File: src/rtl/adc_serial_responder_if.sv
// Serial link between the ADC reader (master) and the converter-side responder (slave).
interface adc_serial_responder_if;
  logic       ADC_SCLK;
  logic       ADC_CNVST;
  logic [1:0] ADC_OUT;

  modport master (output ADC_SCLK, output ADC_CNVST, input ADC_OUT);
  modport slave  (input ADC_SCLK, input ADC_CNVST, output ADC_OUT);
endinterface

File: src/rtl/adc_serial_responder.sv
// Converter-side emulation of the dual-channel serial ADC: latches two samples at
// conversion start and shifts them MSB-first on ADC_OUT, timed by the reader's SCLK.
module adc_serial_responder #(
  parameter int BITS        = 12,
  parameter int LATENCY     = 3,
  parameter int SYNC_STAGES = 2
) (
  input  logic                   CLOCK_50MHz,
  input  logic                   RESET_n,
  adc_serial_responder_if.slave  adc,
  input  logic [BITS-1:0]        SAMPLE0,
  input  logic [BITS-1:0]        SAMPLE1,
  output logic                   ACTIVE,
  output logic                   SAMPLE_TAKEN,
  output logic                   FRAME_DONE,
  output logic                   ABORTED,
  output logic [15:0]            FRAME_CNT
);
  localparam int LAT_W = (LATENCY > 1) ? $clog2(LATENCY) : 1;
  localparam int IDX_W = (BITS > 1) ? $clog2(BITS) : 1;
  localparam logic [LAT_W-1:0] LAT_LAST = LAT_W'(LATENCY - 1);

  typedef enum logic [2:0] {
    IDLE  = 3'd0,
    LAT   = 3'd1,
    SHIFT = 3'd2,
    TAIL  = 3'd3,
    WAIT  = 3'd4
  } state_t;

  logic [SYNC_STAGES-1:0] sclk_sync_r;
  logic [SYNC_STAGES-1:0] cnvst_sync_r;
  logic                   sclk_prev_r;
  logic                   sclk_s;
  logic                   cnvst_s;
  logic                   fall_s;

  state_t                 state_r, state_next_s;
  logic [BITS-1:0]        sh0_r, sh0_next_s;
  logic [BITS-1:0]        sh1_r, sh1_next_s;
  logic [LAT_W-1:0]       lat_cnt_r, lat_cnt_next_s;
  logic [IDX_W-1:0]       bit_idx_r, bit_idx_next_s;
  logic [1:0]             adc_out_r, adc_out_next_s;
  logic                   active_r, active_next_s;
  logic                   sample_taken_r, sample_taken_next_s;
  logic                   frame_done_r, frame_done_next_s;
  logic                   aborted_r, aborted_next_s;
  logic [15:0]            frame_cnt_r, frame_cnt_next_s;

  assign sclk_s  = sclk_sync_r[SYNC_STAGES-1];
  assign cnvst_s = cnvst_sync_r[SYNC_STAGES-1];
  assign fall_s  = sclk_prev_r & ~sclk_s;

  // Synchroniser chains; reset parks them at the idle line levels so no false edge follows reset.
  always_ff @(posedge CLOCK_50MHz) begin
    if (!RESET_n) begin
      sclk_sync_r  <= {SYNC_STAGES{1'b0}};
      cnvst_sync_r <= {SYNC_STAGES{1'b1}};
      sclk_prev_r  <= 1'b0;
    end else begin
      sclk_sync_r  <= {sclk_sync_r[SYNC_STAGES-2:0], adc.ADC_SCLK};
      cnvst_sync_r <= {cnvst_sync_r[SYNC_STAGES-2:0], adc.ADC_CNVST};
      sclk_prev_r  <= sclk_s;
    end
  end

  // Frame sequencing: every protocol action is gated by a detected SCLK fall.
  always_comb begin
    state_next_s        = state_r;
    sh0_next_s          = sh0_r;
    sh1_next_s          = sh1_r;
    lat_cnt_next_s      = lat_cnt_r;
    bit_idx_next_s      = bit_idx_r;
    adc_out_next_s      = adc_out_r;
    active_next_s       = active_r;
    sample_taken_next_s = 1'b0;
    frame_done_next_s   = 1'b0;
    aborted_next_s      = 1'b0;
    frame_cnt_next_s    = frame_cnt_r;
    if (fall_s) begin
      case (state_r)
        IDLE: begin
          adc_out_next_s = 2'b00;
          if (!cnvst_s) begin
            sh0_next_s          = SAMPLE0;
            sh1_next_s          = SAMPLE1;
            sample_taken_next_s = 1'b1;
            active_next_s       = 1'b1;
            lat_cnt_next_s      = {LAT_W{1'b0}};
            state_next_s        = LAT;
          end else begin
            state_next_s = IDLE;
          end
        end
        LAT: begin
          if (cnvst_s) begin
            adc_out_next_s = 2'b00;
            active_next_s  = 1'b0;
            aborted_next_s = 1'b1;
            state_next_s   = IDLE;
          end else if (lat_cnt_r == LAT_LAST) begin
            adc_out_next_s = {sh1_r[BITS-1], sh0_r[BITS-1]};
            bit_idx_next_s = IDX_W'(BITS - 2);
            state_next_s   = SHIFT;
          end else begin
            lat_cnt_next_s = lat_cnt_r + {{(LAT_W-1){1'b0}}, 1'b1};
          end
        end
        SHIFT: begin
          if (cnvst_s) begin
            adc_out_next_s = 2'b00;
            active_next_s  = 1'b0;
            aborted_next_s = 1'b1;
            state_next_s   = IDLE;
          end else begin
            adc_out_next_s = {sh1_r[bit_idx_r], sh0_r[bit_idx_r]};
            if (bit_idx_r == {IDX_W{1'b0}}) begin
              state_next_s = TAIL;
            end else begin
              bit_idx_next_s = bit_idx_r - {{(IDX_W-1){1'b0}}, 1'b1};
            end
          end
        end
        TAIL: begin
          adc_out_next_s    = 2'b00;
          frame_done_next_s = 1'b1;
          frame_cnt_next_s  = frame_cnt_r + 16'd1;
          state_next_s      = WAIT;
        end
        WAIT: begin
          if (cnvst_s) begin
            active_next_s = 1'b0;
            state_next_s  = IDLE;
          end else begin
            state_next_s = WAIT;
          end
        end
        default: begin
          adc_out_next_s = 2'b00;
          active_next_s  = 1'b0;
          state_next_s   = IDLE;
        end
      endcase
    end else begin
      state_next_s = state_r;
    end
  end

  // State and registered outputs.
  always_ff @(posedge CLOCK_50MHz) begin
    if (!RESET_n) begin
      state_r        <= IDLE;
      sh0_r          <= {BITS{1'b0}};
      sh1_r          <= {BITS{1'b0}};
      lat_cnt_r      <= {LAT_W{1'b0}};
      bit_idx_r      <= {IDX_W{1'b0}};
      adc_out_r      <= 2'b00;
      active_r       <= 1'b0;
      sample_taken_r <= 1'b0;
      frame_done_r   <= 1'b0;
      aborted_r      <= 1'b0;
      frame_cnt_r    <= 16'd0;
    end else begin
      state_r        <= state_next_s;
      sh0_r          <= sh0_next_s;
      sh1_r          <= sh1_next_s;
      lat_cnt_r      <= lat_cnt_next_s;
      bit_idx_r      <= bit_idx_next_s;
      adc_out_r      <= adc_out_next_s;
      active_r       <= active_next_s;
      sample_taken_r <= sample_taken_next_s;
      frame_done_r   <= frame_done_next_s;
      aborted_r      <= aborted_next_s;
      frame_cnt_r    <= frame_cnt_next_s;
    end
  end

  assign adc.ADC_OUT  = adc_out_r;
  assign ACTIVE       = active_r;
  assign SAMPLE_TAKEN = sample_taken_r;
  assign FRAME_DONE   = frame_done_r;
  assign ABORTED      = aborted_r;
  assign FRAME_CNT    = frame_cnt_r;
endmodule

File: src/flat_wrapper.sv
// flat-port wrapper written by rule: the top's interface ports become plain ports
module adc_serial_responder_flat 
#(
  parameter int BITS        = 12,
  parameter int LATENCY     = 3,
  parameter int SYNC_STAGES = 2
)
  (CLOCK_50MHz, RESET_n, SAMPLE0, SAMPLE1, ACTIVE, SAMPLE_TAKEN, FRAME_DONE, ABORTED, FRAME_CNT, adc_ADC_SCLK, adc_ADC_CNVST, adc_ADC_OUT);
  adc_serial_responder_if adc_i ();
  input  logic CLOCK_50MHz;
  input  logic RESET_n;
  input  logic [BITS-1:0] SAMPLE0;
  input  logic [BITS-1:0] SAMPLE1;
  output logic ACTIVE;
  output logic SAMPLE_TAKEN;
  output logic FRAME_DONE;
  output logic ABORTED;
  output logic [15:0] FRAME_CNT;
  input wire logic [$bits(adc_i.ADC_SCLK)-1:0] adc_ADC_SCLK;
  input wire logic [$bits(adc_i.ADC_CNVST)-1:0] adc_ADC_CNVST;
  output wire logic [$bits(adc_i.ADC_OUT)-1:0] adc_ADC_OUT;
  assign adc_i.ADC_SCLK = adc_ADC_SCLK;
  assign adc_i.ADC_CNVST = adc_ADC_CNVST;
  assign adc_ADC_OUT = adc_i.ADC_OUT;
  adc_serial_responder #(.BITS(BITS), .LATENCY(LATENCY), .SYNC_STAGES(SYNC_STAGES)) u_core (.CLOCK_50MHz(CLOCK_50MHz), .RESET_n(RESET_n), .adc(adc_i), .SAMPLE0(SAMPLE0), .SAMPLE1(SAMPLE1), .ACTIVE(ACTIVE), .SAMPLE_TAKEN(SAMPLE_TAKEN), .FRAME_DONE(FRAME_DONE), .ABORTED(ABORTED), .FRAME_CNT(FRAME_CNT));
endmodule
File: config.mk
export PLATFORM = sky130hd
export DESIGN_NAME = adc_serial_responder_flat
export DESIGN_NICKNAME = d
export VERILOG_FILES = /design/src/rtl/adc_serial_responder_if.sv /design/src/rtl/adc_serial_responder.sv /design/src/flat_wrapper.sv
export SDC_FILE = /design/constraint.sdc
export NUM_CORES = 1
export LEC_CHECK = 0
export CAP_MARGIN = 20
export CORE_AREA = 2 2 85 87
export DETAILED_ROUTE_END_ITERATION = 8
export DIE_AREA = 0 0 87 89
export GPL_ROUTABILITY_DRIVEN = 0
export PLACE_DENSITY = 0.62
export SLEW_MARGIN = 20
export SYNTH_ARGS = -nofsm -noshare
export SYNTH_HDL_FRONTEND = slang
export SYNTH_SLANG_ARGS = --single-unit
File: constraint.sdc
create_clock -name CLOCK_50MHz -period 4.7 [get_ports CLOCK_50MHz]
set_input_delay 0.94 -clock CLOCK_50MHz [delete_from_list [all_inputs] [get_ports CLOCK_50MHz]]
set_output_delay 0.94 -clock CLOCK_50MHz [all_outputs]
set_load 0.01 [all_outputs]
# Word-level counts from Yosys, hierarchy flattened
# Index checks and enable logic that the tools add are counted.
# word_totals
ff_bits,60
out_inout_bits,22
elab_cells,83
# classes
addsub,3
order_cmp,1
eq_ne,14
mux,30
n_bitwise,5
n_reduce_logical,16
# ops
op,n
16-bit by 1-bit adder with 16-bit output (second input constant),1
4-bit 2-to-1 mux,4
3-bit 2-to-1 mux,5
3-bit case mux with 5 select lines,1
3-bit AND reduction,5
2-bit 2-to-1 mux,6
2-bit inequality test (second input constant),5
1-bit binary-select mux with 4-bit select,2
1-bit 2-to-1 mux,8
4-bit case mux with 2 select lines,1
3-bit by 2-bit == test with 1-bit output (second input constant),2
3-bit by 1-bit inequality test with 1-bit output (second input constant),2
2-bit case mux with 3 select lines,1
6-bit AND reduction,1
4-bit by 5-bit less-than comparator with 1-bit output (second input constant),1
5-bit AND reduction,1
4-bit zero test,1
2-bit by 1-bit inequality test with 1-bit output (second input constant),2
1-bit inverter,4
2-bit case mux with 2 select lines,1
2-bit AND reduction,2
4-bit AND reduction,1
2-bit nonzero test,2
4-bit by 1-bit subtractor with 4-bit output (second input constant),1
9 further kinds,9

# Depth between registers and ports, before layout
# Gate-level depths: netlist of run 1.
# depth
ltp_word,4
ltp_mapped,8

# Least setup slack after synthesis of run 1
# Ideal clock, no wire load.
# synth_timing
path_type,register to register
start,register u_core.bit_idx_r[0]
end,register u_core.bit_idx_r[2]
setup_time_ns,0.091
t_arrival_ns,1.769
required_ns,4.609
path_slack_ns,2.840
stages_incl_launch_ff,8
path_buffers,1
path_cell_list,dfxtp_1 clkbuf_1 inv_1 ha_1 or3b_2 a31oi_1 nor2_1 a311oi_1
# synth_between
elab_chain_len,4
# synth_lines
item,line_no,source
from (decl),adc_serial_responder.sv:42,"logic [IDX_W-1:0] bit_idx_r, bit_idx_next_s;"
from (signal assigned),adc_serial_responder.sv:156,bit_idx_r <= {IDX_W{1'b0}};
from (signal assigned),adc_serial_responder.sv:168,bit_idx_r <= bit_idx_next_s;
4-bit by 1-bit subtractor with 4-bit output,adc_serial_responder.sv:120,"bit_idx_next_s = bit_idx_r - {{(IDX_W-1){1'b0}}, 1'b1};"
4-bit 2-to-1 mux,adc_serial_responder.sv:117,if (bit_idx_r == {IDX_W{1'b0}}) begin
4-bit 2-to-1 mux,adc_serial_responder.sv:110,if (cnvst_s) begin
4-bit case mux with 2 select lines,adc_serial_responder.sv:81,case (state_r)
# Parallel ways exist; a longest one is shown, timed or not. The select of a mux whose other input is x is not followed.
# A chain may end at the register's enable or synchronous reset.

# Worst setup path in the final report of run 1
# layout_timing
start,input port RESET_n
end,register u_core.bit_idx_r[0]
# layout_rtl
item,line_no,source
from (decl),flat_wrapper.sv:11,input logic RESET_n;
# No word-level cell between the ends.

==> run_results.csv, run 1 <==
group,metric,value,unit
sta,worst_pin_slew,642,ps
pwr,p_leak,1.15,nW
pwr,p_per_area,318,mW/mm^2
grt,grt_pass1_wl,10200,um
hold_path,hold_class,"reg -> reg",
routing,viasPerCell,5.16,
sta,fin_tns_setup,0,ps
status,status,"completed",
grt,overflow,0,
synthesis,synth-seq-cells,60,
cells_and_area,syn_to_final_growth,25.7,%
cells_and_area,layout-drive-gt1-share,8.36,%
synthesis,syn-instance-count,313,
floorplan,io_pins,50,
grt,grt_usage,17.1,%
clocking,cts_hold_buffers,0,
clocking,clk_latency,340,ps
grt,antenna_found_initial,0,
sta,max_freq,365,MHz
worst_setup_path,crit_type,"in -> reg",
sta,fin_crit,2740,ps
clocking,clkTransAtPathRegs,60,ps
grt,grt_max_degree,32,
sta,fin_skew,7.36,ps
cells_and_area,final_common_cell,"dfxtp_1",
clocking,clockRootBuffer,"clkbuf_8",
sta,slew_headroom,57.2,%
sta,fin_crit_sh,58.3,%
clocking,cts_buffer_depth,2,
routing,antenna_left,0,
floorplan,row_count,30,
worst_setup_path,arrival,2980,ps
clocking,clock-sinks,60,
clocking,post-cts-setup-buffers,0,
routing,drt_iter0_markers,159,
worst_setup_path,crit_fanout,31,
worst_setup_path,cp.required,4940,ps
routing,drtPass1Iterations,4,
floorplan,core-area,0.00672,sq mm
sta,setup-violations-final,0,
worst_setup_path,end_kind,"register",
synthesis,yosysWarnings,0,
clocking,cts_tree,"built",
routing,drc_errors,0,
synthesis,seq_area_frac_synth,44.0,%
placement,port_buffers,49,
placement,dpl-instance-area,0.00320,sq mm
cells_and_area,diodes,0,
cells_and_area,design_area,0.00343,sq mm
synthesis,synth.avg_cell_area,8.73,sq um
cells_and_area,most-common-layout-cells,"dfxtp_1, nand2_1, clkdlybuf4s50_1",
synthesis,ys_types,52,
floorplan,dieWidth,87,um
floorplan,die_h,89,um
run,maxCapViolCount,0,
synthesis,syn_nets,344,
routing,wirelength,6010,um
clocking,cts_buffers,9,
routing,avgRoutedWirePerCell,13.7,um
cells_and_area,final_nets,385,
placement,hpwlAfterDp,4040,um
clocking,cts_resized,0,
synthesis,synth-edff-count,0,
sta,finalHoldViolations,0,
worst_setup_path,start_kind,"primary input",
floorplan,start_util,40.7,%
synthesis,syn-cell-area,0.00273,sq mm
sta,rsz0062_at_grt,"no",
synthesis,synth-main-ff-cell,"dfxtp_1",
floorplan,die-area,0.00774,sq mm
routing,via_count,2265,
grt,grt_pass1_vias,2251,
pwr,peakVddDrop,153,uV
synthesis,async_flop_share,0,%
sta,slew_viol_final,0,
clocking,htreeDepth,3,
[where the power goes]
| group | leakage (nW) | internal (mW) | total, mW | switching (mW) |
|---|---|---|---|---|
| clock network | 0.116 | 0.342 | 0.540 | 0.198 |
| logic | 0.549 | 0.0240 | 0.0388 | 0.0148 |
| registers | 0.484 | 0.511 | 0.513 | 0.00187 |
| total | 1.15 | 0.877 | 1.09 | 0.214 |
[final cells by class]
class                      count  area [sq um]
fill                         667          3290
multi-input combinational    224          1360
sequential                    60          1200
timing repair buffer          50           498
clock buffer                  13           169
tap                           80           100
clock inverter                 3          67.6
inverter                       9          33.8
[through the flow]
| step | hold slack (ps) | setup WS, ps | total power [mW] | utilization [%] | instances |
|---|---|---|---|---|---|
| 5_1_grt | 430 | 1760 | 1.13 | 51.1 | 439 |
| 3_5_place_dp | 396 | 1590 | 0.563 | 47.6 | 423 |
| 6_report | 411 | 1960 | 1.09 | 51.1 | 439 |
| 4_1_cts | 417 | 1930 | 1.10 | 51.1 | 439 |
| 3_3_place_gp | 389 | 1650 | 0.563 | 47.6 | 423 |
| 2_1_floorplan | 386 | 2840 | 0.538 | - | 313 |
[metal layers]
| layer | GRT usage (%) | vias up | wire length [um] |
|---|---|---|---|
| li1 | - | 1174 | - |
| met1 | 21.2 | 1044 | 2800 |
| met2 | 27.1 | 43 | 2820 |
| met3 | 6.65 | 4 | 334 |
| met4 | 6.53 | 0 | 51 |
| met5 | 0 | - | 0 |
[registers in the layout (all words and copies together) (netlist names), 2 cells and up]
register,flops
u_core.FRAME_CNT,16
u_core.adc.ADC_OUT,2
u_core.bit_idx_r,4
u_core.cnvst_sync_r,2
u_core.lat_cnt_r,2
u_core.sclk_sync_r,2
u_core.sh0_r,12
u_core.sh1_r,12
u_core.state_r,3
[cells in the mapped netlist, drive strengths merged, types with 4 or more instances]
cell type,count,area share [%]
a21oi,37,6.8
and2,6,1.4
buf,10,3.5
clkbuf,10,1.4
dfxtp,60,44
inv,8,1.1
mux2i,4,1.5
mux4,4,3.3
nand2,58,8.0
nand2b,6,1.6
nand3,12,2.6
nand4,6,1.4
nor2,20,3.3
nor3,4,0.73
o21ai,8,1.5
o31ai,5,1.4
or3,4,0.92
or4,4,1.1
xor2,7,2.2
[worst max-delay path, cell delays in order]
cell	delay, ps
clkdlybuf4s50_1	720
clkinv_1	610
buf_4	450
o31ai_1	250
[worst paths after layout]
kind | from | to | slack, ps | cells past startpoint
hold / removal | u_core.cnvst_sync_r[0] | u_core.cnvst_sync_r[1] | 410 | 1
hold reg to reg | u_core.cnvst_sync_r[0] | u_core.cnvst_sync_r[1] | 410 | 1
setup / recovery | RESET_n | u_core.bit_idx_r[0] | 1960 | 4
setup reg to reg | u_core.state_r[1] | u_core.bit_idx_r[2] | 2630 | 4
[cells by family (layout without fill, tap and decap cells)]
logic type | count (synthesis) | after routing | share of synthesized area (%)
AOI/OAI and AO/OA | 67 | 67 | 14.6
xor gates and xnor gates | 8 | 8 | 2.57
adders and majority gates | 3 | 3 | 1.37
buffers and inverters | 29 | 75 | 6.09
DFF | 60 | 60 | 44.0
muxes | 10 | 10 | 5.59
and+or+nand+nor | 136 | 136 | 25.8
Power figures use the tool's default switching activity.
==> run 2: changes to the inputs <==
- PLACE_DENSITY: 0.62 -> 0.64
- clock period: 4.7 -> 2.28 ns (I/O delays scaled with it)
==> run 2 against run 1 <==
Effect of this change: cell count rose by 1.8%; die area unchanged; largest cell class unchanged; sequential power grew 110%; via count is 3.3% higher; highest routed layer unchanged; clock skew decreased by 3.0 ps; count of clock-buffer cells in the layout fell by 3; clock power rose by 98%; wire length increased by 1.5%; power up 100%; first-iteration DRC count is 36% lower; critical endpoint is now u_core.adc.ADC_OUT[1]; critical path type is now reg -> reg; setup slack got worse by 1500 ps; cell area is 1.7% higher.
==> run_results.csv, run 2 (synthesized netlist as in run 1, its figures left out) <==
group,metric,value,unit
run,maxCapViolCount,0,
cells_and_area,fillers,628,
pwr,total_power,2.22,mW
worst_setup_path,r2r-start,"u_core.cnvst_sync_r[1]",
cells_and_area,final_common_cell,"dfxtp_1",
cells_and_area,layout-drive-gt1-share,10.6,%
sta,fin_crit_sh,81.2,%
sta,fin_crit,1850,ps
clocking,post-cts-setup-buffers,0,
cells_and_area,fin_cells,447,
worst_setup_path,cp.required,2530,ps
pwr,p_per_area,635,mW/mm^2
worst_setup_path,reg2reg_to,"u_core.adc.ADC_OUT[1]",
hold_path,holdPathEnd,"u_core.sclk_sync_r[1]",
cells_and_area,multi_input_comb_area,0.00136,sq mm
cells_and_area,design_area,0.00349,sq mm
floorplan,row_count,30,
floorplan,start_util,40.7,%
routing,antenna_left,0,
floorplan,io_pins,50,
cells_and_area,final_nets,393,
clocking,cts_hold_buffers,0,
sta,worst_pin_slew,493,ps
status,status,"completed",
routing,via_count,2340,
sta,rsz0062_at_grt,"no",
routing,avgRoutedWirePerCell,13.6,um
sta,fin_skew,4.32,ps
sta,slew_viol_final,0,
worst_setup_path,start_kind,"register",
clocking,cts_buffers,9,
clocking,cts_tree,"built",
clocking,clkTransAtPathRegs,70,ps
sta,finalHoldViolations,0,
grt,grt_pass1_wl,10200,um
worst_setup_path,crit_fanout,10,
grt,grt_max_degree,51,
routing,viasPerCell,5.23,
sta,slew_headroom,67.1,%
routing,wirelength,6100,um
clocking,htreeDepth,3,
sta,setup-violations-final,0,
floorplan,core-area,0.00672,sq mm
clocking,clock-sinks,60,
sta,max_freq,540,MHz
clocking,cts_resized,0,
clocking,cts_buffer_depth,2,
routing,drtPass1Iterations,4,
worst_setup_path,crit_type,"reg -> reg",
hold_path,hold_class,"reg -> reg",
floorplan,die_h,89,um
cells_and_area,seqCellArea,0.00120,sq mm
worst_setup_path,ff2ff_setup_slack,430,ps
grt,antenna_found_initial,0,
grt,overflow,0,
worst_setup_path,end_kind,"register",
worst_setup_path,r2r_cells,4,
cells_and_area,syn_to_final_growth,27.9,%
pwr,p_leak,1.19,nW
placement,dpl-instance-area,0.00327,sq mm
placement,port_buffers,49,
floorplan,die-area,0.00774,sq mm
cells_and_area,largest_register_ffs,16,
clocking,clk_latency,330,ps
clocking,clockRootBuffer,"clkbuf_8",
sta,fin_tns_setup,0,ps
floorplan,dieWidth,87,um
cells_and_area,diodes,0,
hold_path,whs_path_depth,1,
grt,grt_pass1_vias,2236,
worst_setup_path,cp-startpoint,"u_core.cnvst_sync_r[1]",
hold_path,min_from,"u_core.sclk_sync_r[0]",
pwr,peakVddDrop,333,uV
placement,hpwlAfterDp,4130,um
grt,grt_usage,16.8,%
routing,drt_iter0_markers,101,
worst_setup_path,arrival,2100,ps
routing,drc_errors,0,
cells_and_area,most-common-layout-cells,"dfxtp_1, nand2_1, clkdlybuf4s50_1",
placement,dp.cells,431,
run 2: cell count changes in the layout (fill, tap and decap cells not counted), sizes merged:
cell	previous run	this run
clkbuf	13	10
clkinv	1	3
inv	8	9
buf	1	9
run 2: layer usage:
metal,GRT usage (%),up-vias,wire (um)
met5,0,-,0
met4,5.54,0,63
met3,5.72,6,332
met2,26.4,45,2690
met1,21.8,1100,3010
li1,-,1189,-
run 2: worst max-delay path by stage:
stage / to / slack (ps) / cells past startpoint
final: u_core.adc.ADC_OUT[1] / 430 / 4
after global routing: u_core.sh0_r[2] / 290 / 4
after CTS: u_core.ACTIVE / 390 / 4
after detailed placement: u_core.sh0_r[8] / 420 / 4
after global placement: u_core.ACTIVE / 460 / 4
after floorplan: u_core.bit_idx_r[2] / 420 / 7
run 2: stage by stage:
step / util [%] / hold slack (ps) / worst slack, ps
after floorplan: - / 386 / 420
after global placement: 48.7 / 425 / 456
final: 52.0 / 436 / 429
after detailed placement: 48.7 / 432 / 423
after global routing: 52.0 / 475 / 288
after CTS: 52.0 / 442 / 395
run 2: critical path, stage by stage (launching register included):
cell       delay, ps
dfxtp_1          360
or4b_1           780
nor3b_2          290
o2111ai_1        140
o221ai_1         200
run 2: final cells by class:
cell class | instances | share of cell area (%)
clock buffers | 10 | 3.94
clock inverters | 6 | 2.47
inverters | 9 | 0.967
multi-input cells | 224 | 39.0
flip-flops and latches | 60 | 34.4
well taps | 80 | 2.87
repair buffers | 58 | 16.3
run 2: power by group:
| group | leakage (nW) | internal [mW] | switching (mW) | total, mW |
|---|---|---|---|---|
| sequential | 0.484 | 1.05 | 0.00339 | 1.06 |
| clock | 0.113 | 0.645 | 0.429 | 1.07 |
| combinational | 0.597 | 0.0533 | 0.0336 | 0.0869 |
